[src/rtl/ev22_writeback_stage_if.sv]
// Upstream issue handshake and data-memory read bus of the EV22 writeback stage.
// The stage is the slave; the surrounding pipeline and memory form the master side.
interface ev22_writeback_stage_if #(
  parameter int DW = 16,
  parameter int AW = 16
);
  logic          in_valid;
  logic          in_ready;
  logic [5:0]    in_dest;
  logic [DW-1:0] in_result;
  logic          in_is_load;
  logic [AW-1:0] in_addr;

  logic          mem_req;
  logic [AW-1:0] mem_addr;
  logic [DW-1:0] mem_rdata;
  logic          mem_ack;

  modport master (
    output in_valid, in_dest, in_result, in_is_load, in_addr, mem_rdata, mem_ack,
    input  in_ready, mem_req, mem_addr
  );

  modport slave (
    input  in_valid, in_dest, in_result, in_is_load, in_addr, mem_rdata, mem_ack,
    output in_ready, mem_req, mem_addr
  );
endinterface

[src/rtl/ev22_writeback_stage.sv]
// EV22 writeback stage: registers ALU results, performs loads against data memory with
// a bounded wait, and presents one destination-select/data beat per retired instruction.
module ev22_writeback_stage #(
  parameter int DW          = 16,
  parameter int AW          = 16,
  parameter int MEM_TIMEOUT = 255
) (
  input  logic                    clk,
  input  logic                    rst_n,
  ev22_writeback_stage_if.slave   bus,
  output logic [5:0]              C,
  output logic [DW-1:0]           busC,
  output logic [DW-1:0]           memory,
  output logic                    mem_err,
  output logic [15:0]             retire_cnt
);

  localparam int         CW        = (MEM_TIMEOUT > 1) ? $clog2(MEM_TIMEOUT) : 1;
  localparam logic [5:0] DEST_LOAD = 6'd62;
  localparam logic [5:0] DEST_NONE = 6'd63;

  typedef enum logic [1:0] {IDLE, LOAD_WAIT, COMMIT} state_t;

  state_t        state_q, state_d;
  logic [5:0]    c_d;
  logic [DW-1:0] busc_d, memory_d;
  logic          mem_err_d;
  logic [15:0]   retire_d;
  logic          mem_req_q, mem_req_d;
  logic [AW-1:0] mem_addr_q, mem_addr_d;
  logic [CW-1:0] wait_q, wait_d;
  logic          transfer;

  assign bus.in_ready = (state_q != LOAD_WAIT);
  assign bus.mem_req  = mem_req_q;
  assign bus.mem_addr = mem_addr_q;
  assign transfer     = bus.in_valid && bus.in_ready;

  // NOTE: every signal gets a default before the case so no path leaves one unassigned,
  // which would otherwise infer a latch.
  always_comb begin
    state_d    = state_q;
    c_d        = DEST_NONE;
    busc_d     = busC;
    memory_d   = memory;
    mem_err_d  = 1'b0;
    mem_req_d  = mem_req_q;
    mem_addr_d = mem_addr_q;
    wait_d     = wait_q;
    retire_d   = retire_cnt;

    // Every cycle spent in COMMIT is one retirement, including the no-write code 63.
    if (state_q == COMMIT) retire_d = retire_cnt + 16'd1;

    unique case (state_q)
      IDLE, COMMIT: begin
        if (!transfer) begin
          state_d = IDLE;
        end else if (bus.in_is_load) begin
          state_d    = LOAD_WAIT;
          mem_req_d  = 1'b1;
          mem_addr_d = bus.in_addr;
          wait_d     = '0;
        end else begin
          state_d = COMMIT;
          c_d     = bus.in_dest;
          busc_d  = bus.in_result;
        end
      end
      LOAD_WAIT: begin
        // An ack on the last allowed cycle still commits: it is tested before the timeout.
        if (bus.mem_ack) begin
          state_d   = COMMIT;
          memory_d  = bus.mem_rdata;
          c_d       = DEST_LOAD;
          mem_req_d = 1'b0;
        end else if (wait_q == CW'(MEM_TIMEOUT - 1)) begin
          state_d   = IDLE;
          mem_req_d = 1'b0;
          mem_err_d = 1'b1;
        end else begin
          wait_d = wait_q + CW'(1);
        end
      end
      default: state_d = IDLE;
    endcase
  end

  // NOTE: sequential state uses non-blocking assignments so every register samples the
  // pre-edge values computed above, independent of statement order.
  always_ff @(posedge clk or negedge rst_n) begin
    if (!rst_n) begin
      state_q    <= IDLE;
      C          <= DEST_NONE;
      busC       <= '0;
      memory     <= '0;
      mem_err    <= 1'b0;
      retire_cnt <= '0;
      mem_req_q  <= 1'b0;
      mem_addr_q <= '0;
      wait_q     <= '0;
    end else begin
      state_q    <= state_d;
      C          <= c_d;
      busC       <= busc_d;
      memory     <= memory_d;
      mem_err    <= mem_err_d;
      retire_cnt <= retire_d;
      mem_req_q  <= mem_req_d;
      mem_addr_q <= mem_addr_d;
      wait_q     <= wait_d;
    end
  end

endmodule

[src/flat_wrapper.sv]
// flat-port wrapper written by rule: the top's interface ports become plain ports
module ev22_writeback_stage_flat 
#(
  parameter int DW          = 16,
  parameter int AW          = 16,
  parameter int MEM_TIMEOUT = 255
)
  (clk, rst_n, C, busC, memory, mem_err, retire_cnt, bus_in_valid, bus_in_dest, bus_in_result, bus_in_is_load, bus_in_addr, bus_mem_rdata, bus_mem_ack, bus_in_ready, bus_mem_req, bus_mem_addr);
  ev22_writeback_stage_if #(.DW(DW), .AW(AW)) bus_i ();
  input  logic clk;
  input  logic rst_n;
  output logic [5:0] C;
  output logic [DW-1:0] busC;
  output logic [DW-1:0] memory;
  output logic mem_err;
  output logic [15:0] retire_cnt;
  input wire logic [$bits(bus_i.in_valid)-1:0] bus_in_valid;
  input wire logic [$bits(bus_i.in_dest)-1:0] bus_in_dest;
  input wire logic [$bits(bus_i.in_result)-1:0] bus_in_result;
  input wire logic [$bits(bus_i.in_is_load)-1:0] bus_in_is_load;
  input wire logic [$bits(bus_i.in_addr)-1:0] bus_in_addr;
  input wire logic [$bits(bus_i.mem_rdata)-1:0] bus_mem_rdata;
  input wire logic [$bits(bus_i.mem_ack)-1:0] bus_mem_ack;
  output wire logic [$bits(bus_i.in_ready)-1:0] bus_in_ready;
  output wire logic [$bits(bus_i.mem_req)-1:0] bus_mem_req;
  output wire logic [$bits(bus_i.mem_addr)-1:0] bus_mem_addr;
  assign bus_i.in_valid = bus_in_valid;
  assign bus_i.in_dest = bus_in_dest;
  assign bus_i.in_result = bus_in_result;
  assign bus_i.in_is_load = bus_in_is_load;
  assign bus_i.in_addr = bus_in_addr;
  assign bus_i.mem_rdata = bus_mem_rdata;
  assign bus_i.mem_ack = bus_mem_ack;
  assign bus_in_ready = bus_i.in_ready;
  assign bus_mem_req = bus_i.mem_req;
  assign bus_mem_addr = bus_i.mem_addr;
  ev22_writeback_stage #(.DW(DW), .AW(AW), .MEM_TIMEOUT(MEM_TIMEOUT)) u_core (.clk(clk), .rst_n(rst_n), .bus(bus_i), .C(C), .busC(busC), .memory(memory), .mem_err(mem_err), .retire_cnt(retire_cnt));
endmodule
[config.mk]
export PLATFORM = sky130hd
export DESIGN_NAME = ev22_writeback_stage_flat
export DESIGN_NICKNAME = d
export VERILOG_FILES = /design/src/rtl/ev22_writeback_stage_if.sv /design/src/rtl/ev22_writeback_stage.sv /design/src/flat_wrapper.sv
export SDC_FILE = /design/constraint.sdc
export NUM_CORES = 1
export LEC_CHECK = 0
export ABC_AREA = 1
export CORE_MARGIN = 2
export CORE_UTILIZATION = 44
export CTS_CLUSTER_SIZE = 14
export DETAILED_ROUTE_END_ITERATION = 16
export PLACE_DENSITY = 0.8
export SLEW_MARGIN = 25
export SYNTH_ARGS = -nofsm -noshare
export SYNTH_HDL_FRONTEND = slang
export SYNTH_SLANG_ARGS = --single-unit
export TNS_END_PERCENT = 20
[constraint.sdc]
create_clock -name clk -period 1.6 [get_ports clk]
set_input_delay 0.24 -clock clk [delete_from_list [all_inputs] [get_ports clk]]
set_output_delay 0.24 -clock clk [all_outputs]
set_load 0.005 [all_outputs]
==> impl_metrics.py, run 1 <==
metrics = {
    "power": {
        "seqPwrFrac": 0.464,
        "total_power_uw": 5950,
        "pwr-share-comb": 0.276,
        "irDropWorstVdd_uv": 756,
        "pwr-share-clk": 0.260,
        "p_int_uw": 4340,
        "switchingPower_uw": 1610,
        "power_switching_share": 0.270,
        "p_per_area_nw_per_um2": 1150,
        "p_leak_uw": 0.00237,
    },
    "timing": {
        "rsz0062_at_grt": "false",
        "slew_violations": 0,
        "worst_pin_slew_ns": 0.369,
        "min_period_ns": 1.55,
        "clock_skew_ns": 0.00783,
        "finalSetupTns_ns": 0,
        "max_freq_mhz": 644,
        "final.period_utilization": 0.970,
        "hold_violations": 0,
        "setup_violations": 0,
        "max_slew_margin": 0.754,
    },
    "detailed_routing": {
        "drc": 0,
        "wl_per_cell_um": 13.6,
        "antenna_left": 0,
        "vias": 2713,
        "detail_route.iter0.violations": 75,
        "finalWirelength_mm": 7.80,
        "drtPass1Iterations": 4,
        "via_per_inst": 4.72,
    },
    "critical_path": {
        "startpoint_type": "register",
        "critPathBufInv": 1,
        "cp_data_required_time_ns": 1.36,
        "critPathSlowestCell": "clkdlybuf4s50_1",
        "timing.rr.start": "u_core.state_q[0]$_DFFE_PN0P_",
        "path_cells": "clkdlybuf4s50_1",
        "arrival_ns": 1.31,
        "crit_start": "u_core.retire_cnt[11]$_DFFE_PN0P_",
        "end_kind": "primary output",
        "path_max_fanout": 4,
        "max_stage_delay_ns": 0.53,
        "path_class": "reg -> out",
        "crit_family": "buffers and inverters",
    },
    "die": {
        "initial_core_util": 0.449,
        "die_area_um2": 8530,
        "io_pins": 132,
        "rows": 32,
        "core_region_area_um2": 7650,
        "dieWidth_um": 92.4,
        "die_y_um": 92.4,
    },
    "yosys": {
        "syn_avg_cell_area_um2": 10.7,
        "ys_types": 26,
        "ys_warn_count": 0,
        "synth-seq-cells": 82,
        "synth_fp_nets": 382,
        "synth_cells": 320,
        "ys_seq_area_frac": 0.599,
        "synth_area_um2": 3440,
    },
    "placed_design": {
        "dpl_cell_area_um2": 4920,
        "port-buffer-count": 131,
        "dp_hpwl_mm": 5.79,
        "gp_congestion": 0.864,
    },
    "clock_tree": {
        "clockRootBuffer": "clkbuf_8",
        "cts.sinks": 82,
        "cts_tree": "built",
        "clk_pin_slew_worst_paths_ns": 0.09,
        "h-tree-depth": 3,
        "clk_latency_ns": 0.36,
        "clk_path_buf_depth": 2,
        "cts_buffers": 9,
    },
    "global_route": {
        "antenna_found_initial": 0,
        "track_usage": 0.190,
        "grt_max_degree": 32,
        "grt_pass1_wl_mm": 12.7,
        "grt.overflow.total": 0,
        "grt_pass1_vias": 2781,
    },
    "finish": {
        "drive_above_1_share": 0.182,
        "area_growth_pct": 50.3,
        "fin_area_um2": 5160,
        "nets": 530,
        "n_fill_cell": 587,
        "antennaDiodeCount": 0,
    },
    "status": {
        "status": "complete, no violations",
    },
    "job": {
        "drv_cap": 0,
    },
    "min_path": {
        "min_path_type": "in -> async",
    },
}
-- worst paths after layout --
path / end / slack (ns) / cells after the start
max: retire_cnt[11] / 0.05 / 1
min: u_core.retire_cnt[11]$_DFFE_PN0P_ / 0.34 / 2
max reg2reg: u_core.retire_cnt[12]$_DFFE_PN0P_ / 0.12 / 6
min reg2reg: u_core.bus.mem_addr[5]$_DFFE_PN0P_ / 0.48 / 2
max in group asynchronous: u_core.C[5]$_DFF_PN1_ / 0.70 / 3
min in group clk: u_core.bus.mem_addr[5]$_DFFE_PN0P_ / 0.41 / 3
-- cells by family after synthesis --
kind of cell,share of synthesized area
compound gates,0.0106
xor+xnor,0.0357
fa+ha+maj,0.0109
buf+inv,0.0350
flops,0.599
mux,0.113
simple gates,0.196
-- per-layer routing --
metal,routed length (µm),GRT usage,vias to the layer above,part of all wire
met5,0,0,-,0
met4,183,0.0871,0,0.023
met3,649,0.0504,14,0.083
met2,3790,0.313,115,0.49
met1,3180,0.236,1274,0.41
li1,-,-,1310,-
-- cells in the mapped netlist (all sizes together) --
master | number | area (µm²)
nand2 | 106 | 405
o211a | 1 | 10.0
inv | 24 | 90.1
a21oi | 2 | 21.3
clkbuf | 1 | 3.75
xor2 | 7 | 61.3
nor3 | 2 | 10.0
nand3 | 16 | 90.1
nand4 | 4 | 25.0
mux2 | 32 | 387
or2 | 7 | 43.8
xnor2 | 7 | 61.3
dfstp | 6 | 158
ha | 3 | 37.5
nor2 | 21 | 98.8
o21ai | 1 | 5.00
buf | 4 | 26.3
dfrtp | 76 | 1900
-- flip-flops by register name, indices dropped and copies added, names as in the netlist --
register             count
u_core.bus.mem_addr     16
u_core.busC             16
u_core.memory           16
u_core.retire_cnt       16
u_core.wait_q            8
u_core.C                 6
u_core.state_q           2
u_core.bus.mem_req       1
u_core.mem_err           1
-- power by group through the flow --
stage / registers [µW] / clock network, µW / logic (µW)
global placement: 2780 / 0 / 1610
floorplan: 2790 / 0 / 529
CTS: 2760 / 1590 / 1680
detailed placement: 2790 / 0 / 1660
global route: 2810 / 1660 / 1800
finish: 2760 / 1550 / 1640
-- through the flow --
stage	setup slack [ns]	cells	hold slack (ns)	util
after floorplan	0.303	320	-0.0556	-
after global placement	0.0871	555	0.185	0.643
after detailed placement	0.0537	555	0.191	0.643
after CTS	0.0208	575	0.346	0.674
after global routing	0.00382	575	0.372	0.675
final	0.0476	575	0.336	0.675
-- final cells by class --
cell class | count | area [µm²] | area share
clock buffer | 9 | 124 | 0.0240
clock inverter | 7 | 83.8 | 0.0162
inverter | 24 | 90.1 | 0.0175
multi-input combinational | 209 | 1260 | 0.244
sequential | 82 | 2060 | 0.400
tap | 102 | 128 | 0.0247
timing repair buffer | 142 | 1420 | 0.274
-- layout by cell type, fill, tap and decap left out, types with 4 or more instances in the layout --
cell and instances:
buf_4 9, clkbuf_8 9, clkdlybuf4s50_1 121, dfrtp_1 73, dfstp_2 6, dlygate4sd2_1 7
inv_1 22, mux2_2 25, mux2_4 7, nand2_1 105, nand3_1 14, nand4_1 4
nor2_1 16, or2_2 7, xnor2_1 7, xor2_1 7
-- repair_timing --
item,CTS,global route
hold endpoints to repair,25,0
pin swaps,1,0
setup buffers,3,0
endpoints found under the setup margin,7,10
gates resized for setup,7,6
hold buffers,1,0
Power figures use the tool's default switching activity.
==> inputs of run 2 (changes only) <==
- SKIP_LAST_GASP: default -> 1
==> impl_metrics.py, run 2 (synthesis results as in run 1) <==
metrics = {
    "status": {
        "status": "finished, violations left",
        "violations": "negative setup slack",
    },
    "critical_path": {
        "max_stage_delay_ns": 0.53,
        "startpoint_type": "register",
        "arrival_ns": 1.38,
        "path_class": "reg -> out",
        "path_cells": "clkdlybuf4s50_1",
        "crit_family": "flip-flops",
        "timing.rr.start": "u_core.wait_q[0]$_DFFE_PN0P_",
        "end_kind": "primary output",
        "reg2reg_to": "u_core.wait_q[0]$_DFFE_PN0P_",
        "path_max_fanout": 1,
        "r2r_slack_ns": 0.11,
        "cp_data_required_time_ns": 1.36,
        "rr_worst_depth": 8,
        "critPathBufInv": 1,
        "critPathSlowestCell": "dfstp_2",
    },
    "detailed_routing": {
        "detail_route.iter0.violations": 75,
        "finalWirelength_mm": 7.78,
        "via_per_inst": 4.73,
        "drtPass1Iterations": 4,
        "drc": 0,
        "vias": 2717,
        "wl_per_cell_um": 13.5,
        "antenna_left": 0,
    },
    "timing": {
        "whs_ns": 0.339,
        "setup_ws_ns": -0.0221,
        "max_freq_mhz": 616,
        "hold_violations": 0,
        "final.period_utilization": 1.01,
        "worst_pin_slew_ns": 0.370,
        "setup_violations": 3,
        "max_slew_margin": 0.753,
        "rsz0062_at_grt": "true",
        "clock_skew_ns": 0.00744,
        "min_period_ns": 1.62,
        "slew_violations": 0,
    },
    "placed_design": {
        "dp_hpwl_mm": 5.79,
        "gp_congestion": 0.864,
        "port-buffer-count": 131,
    },
    "finish": {
        "antennaDiodeCount": 0,
        "seq_area_um2": 2060,
        "layout_commonest_cell": "clkdlybuf4s50_1",
        "drive_above_1_share": 0.173,
        "final_cell_mix": "clkdlybuf4s50_1 (126), nand2_1 (105), dfrtp_1 (76)",
        "n_fill_cell": 585,
        "multi_input_area_um2": 1260,
        "nets": 530,
        "area_growth_pct": 50.4,
        "final_core_util": 0.676,
    },
    "global_route": {
        "grt.overflow.total": 0,
        "grt_pass1_wl_mm": 12.7,
        "antenna_found_initial": 0,
        "grt_pass1_vias": 2781,
        "grt_max_degree": 32,
        "track_usage": 0.190,
    },
    "die": {
        "die_area_um2": 8530,
        "rows": 32,
        "io_pins": 132,
        "dieWidth_um": 92.4,
        "initial_core_util": 0.449,
        "core_region_area_um2": 7650,
        "die_y_um": 92.4,
    },
    "clock_tree": {
        "cts.sinks": 82,
        "clk_pin_slew_worst_paths_ns": 0.09,
        "cts_buffers": 9,
        "cts_tree": "built",
        "clockRootBuffer": "clkbuf_8",
        "clk_latency_ns": 0.36,
        "h-tree-depth": 3,
        "clk_path_buf_depth": 2,
    },
    "power": {
        "p_leak_uw": 0.00236,
        "total_power_uw": 5960,
        "irDropWorstVdd_uv": 756,
        "p_per_area_nw_per_um2": 1150,
    },
    "job": {
        "drv_cap": 0,
    },
    "min_path": {
        "min_path_type": "in -> async",
    },
}
-- run 2: timing repair --
item                                    in CTS  in global routing
endpoints found under the hold margin       25                  0
pin swaps                                    1                  0
hold buffers                                 1                  0
endpoints found under the setup margin       7                 16
gates resized for setup                      1                  3
cloned                                       0                  0
buffers inserted                             3                  0
-- run 2: how the worst max path moves through the flow --
stage | slack (ns) | end | start | cells after the start
floorplan | 0.30 | u_core.wait_q[6]$_DFFE_PN0P_ | u_core.wait_q[0]$_DFFE_PN0P_ | 8
global placement | 0.09 | u_core.busC[2]$_DFFE_PN0P_ | bus_in_is_load | 5
detailed placement | 0.05 | u_core.busC[0]$_DFFE_PN0P_ | bus_in_is_load | 5
CTS | -0.04 | C[4] | u_core.C[4]$_DFF_PN1_ | 1
global route | -0.06 | C[3] | u_core.C[3]$_DFF_PN1_ | 1
finish | -0.02 | C[3] | u_core.C[3]$_DFF_PN1_ | 1
-- run 2: final cells by class --
| type | instances | area share |
|---|---|---|
| flip-flops and latches | 82 | 0.399 |
| repair buffers | 142 | 0.276 |
| multi-input cells | 209 | 0.243 |
| well taps | 102 | 0.0247 |
| clock buffers | 9 | 0.0240 |
| inverters | 24 | 0.0174 |
| clock inverters | 7 | 0.0162 |
-- run 2: power by group --
group | switching, µW | internal, µW | total (µW) | leakage, µW
Sequential | 280 | 2480 | 2760 | 0.00102
Combinational | 529 | 1120 | 1650 | 0.00124
Clock | 799 | 750 | 1550 | 0.000103
Total | 1610 | 4350 | 5960 | 0.00236
-- run 2: metal layers --
metal,track usage,part of all wire
met1,0.236,0.41
met2,0.313,0.48
met3,0.0504,0.084
met4,0.0871,0.024
met5,0,0
-- run 2: metrics by stage --
step	setup TNS [ns]	area [µm²]	worst slack [ns]	instances
3_3_place_gp	0	4920	0.0871	555
5_1_grt	-0.268	5170	-0.0612	575
2_1_floorplan	0	3440	0.303	320
6_report	-0.0586	5170	-0.0221	575
3_5_place_dp	0	4920	0.0537	555
4_1_cts	-0.222	5160	-0.0445	575
==> inputs of run 3 (changes only) <==
--- a/config.mk
+++ b/config.mk
@@ -11,4 +11,5 @@
 export CTS_CLUSTER_SIZE = 14
 export DETAILED_ROUTE_END_ITERATION = 16
+export GPL_TIMING_DRIVEN = 0
 export PLACE_DENSITY = 0.8
 export SKIP_LAST_GASP = 1
==> constraint.sdc (replaced) <==
create_clock -name clk -period 1.6 [get_ports clk]
set_input_delay 0.32 -clock clk [delete_from_list [all_inputs] [get_ports clk]]
set_output_delay 0.32 -clock clk [all_outputs]
set_load 0.005 [all_outputs]
==> impl_metrics.py, run 3 (synthesis results as in run 1) <==
metrics = {
    "critical_path": {
        "startpoint_type": "register",
        "max_stage_delay_ns": 0.56,
        "path_cells": "clkdlybuf4s50_1",
        "r2r_slack_ns": 0.08,
        "cp_data_required_time_ns": 1.28,
        "path_class": "reg -> out",
        "crit_family": "buffers and inverters",
        "path_max_fanout": 4,
        "critPathSlowestCell": "clkdlybuf4s50_1",
        "arrival_ns": 1.33,
        "critPathBufInv": 1,
        "end_kind": "primary output",
        "reg2reg_to": "u_core.retire_cnt[12]$_DFFE_PN0P_",
        "rr_worst_depth": 6,
        "timing.rr.start": "u_core.state_q[0]$_DFFE_PN0P_",
    },
    "finish": {
        "nets": 535,
        "layout_commonest_cell": "clkdlybuf4s50_1",
        "drive_above_1_share": 0.184,
        "final_cell_mix": "clkdlybuf4s50_1 (120), nand2_1 (105), dfrtp_1 (74)",
        "area_growth_pct": 52.5,
        "final_core_util": 0.685,
        "antennaDiodeCount": 0,
    },
    "die": {
        "core_region_area_um2": 7650,
        "initial_core_util": 0.449,
        "die_y_um": 92.4,
        "io_pins": 132,
        "die_area_um2": 8530,
        "rows": 32,
        "dieWidth_um": 92.4,
    },
    "global_route": {
        "grt_pass1_vias": 2767,
        "grt_pass1_wl_mm": 13.0,
        "antenna_found_initial": 0,
        "grt_max_degree": 56,
        "track_usage": 0.198,
        "grt.overflow.total": 0,
    },
    "clock_tree": {
        "cts_buffers": 9,
        "clk_path_buf_depth": 2,
        "clk_pin_slew_worst_paths_ns": 0.09,
        "clockRootBuffer": "clkbuf_8",
        "clk_latency_ns": 0.35,
        "cts_tree": "built",
        "cts.sinks": 82,
        "h-tree-depth": 3,
    },
    "detailed_routing": {
        "via_per_inst": 4.79,
        "antenna_left": 0,
        "vias": 2778,
        "drtPass1Iterations": 4,
        "wl_per_cell_um": 14.2,
        "detail_route.iter0.violations": 138,
        "finalWirelength_mm": 8.22,
        "drc": 0,
    },
    "timing": {
        "rsz0062_at_grt": "true",
        "min_period_ns": 1.65,
        "worst_pin_slew_ns": 0.404,
        "max_freq_mhz": 608,
        "max_slew_margin": 0.730,
        "setup_violations": 8,
        "setup_ws_ns": -0.0460,
        "final.period_utilization": 1.03,
        "slew_violations": 0,
        "clock_skew_ns": 0.0102,
        "hold_violations": 0,
        "whs_ns": 0.420,
    },
    "power": {
        "p_per_area_nw_per_um2": 1200,
        "irDropWorstVdd_uv": 835,
        "p_leak_uw": 0.00243,
        "total_power_uw": 6300,
    },
    "status": {
        "violations": "negative setup slack",
        "status": "finished, violations left",
    },
    "placed_design": {
        "dp_slack_ns": -0.197,
        "dp_hpwl_mm": 5.83,
        "gp_congestion": 0.873,
        "port-buffer-count": 131,
    },
    "min_path": {
        "min_path_type": "in -> async",
    },
    "job": {
        "drv_cap": 0,
    },
}
[run 3: stage by stage]
stage	area (µm²)	cells	setup TNS [ns]
after global routing	5240	580	-0.987
after global placement	4870	553	-213.62
after floorplan	3440	320	0
after detailed placement	4900	554	-3.18
final	5240	580	-0.172
after CTS	5180	574	-0.906
[run 3: layout make-up]
class | count | area [µm²]
plain buffers | 5 | 30.0
clock buffers | 10 | 138
clock inverters | 6 | 114
fillers | 578 | 2410
inverters | 24 | 90.1
multi-input cells | 209 | 1260
flip-flops and latches | 82 | 2060
well taps | 102 | 128
repair buffers | 142 | 1420
[run 3: timing repair]
item,in CTS,in global routing
setup buffers,3,6
gates cloned,0,0
endpoints found under the setup margin,21,37
endpoints found under the hold margin,27,0
hold buffers,1,0
resized for setup,4,8
pin swaps,1,0
[run 3: how the worst max path moves through the flow]
stage	from	slack [ns]	depth (start not counted)	end
after floorplan	u_core.wait_q[0]$_DFFE_PN0P_	0.30	8	u_core.wait_q[6]$_DFFE_PN0P_
after global placement	rst_n	-2.65	1	u_core.bus.mem_addr[13]$_DFFE_PN0P_
after detailed placement	bus_in_is_load	-0.20	5	u_core.busC[4]$_DFFE_PN0P_
after CTS	u_core.C[4]$_DFF_PN1_	-0.11	1	C[4]
after global routing	u_core.retire_cnt[0]$_DFFE_PN0P_	-0.09	1	retire_cnt[0]
final	u_core.retire_cnt[0]$_DFFE_PN0P_	-0.05	1	retire_cnt[0]
[run 3: where the power goes]
part	internal [µW]	switching, µW	leakage, µW
logic	1150	565	0.00130
registers	2480	266	0.00101
clock network	1080	761	0.000119
total	4710	1590	0.00243
[run 3: worst reg2reg max path, cell delays in order, from the launching register on]
cell	delay, ns
dfrtp_1	0.40
inv_2	0.09
buf_4	0.13
nand2_1	0.10
nor2_1	0.35
nand4_1	0.19
xor2_1	0.18
[run 3: layer usage]
metal / wire [µm] / part of all wire / track usage / vias to the layer above
met2: 4170 / 0.51 / 0.331 / 103
met1: 3270 / 0.40 / 0.237 / 1352
met5: 0 / 0 / 0 / -
li1: - / - / - / 1314
met3: 689 / 0.084 / 0.0732 / 9
met4: 95 / 0.012 / 0.0709 / 0
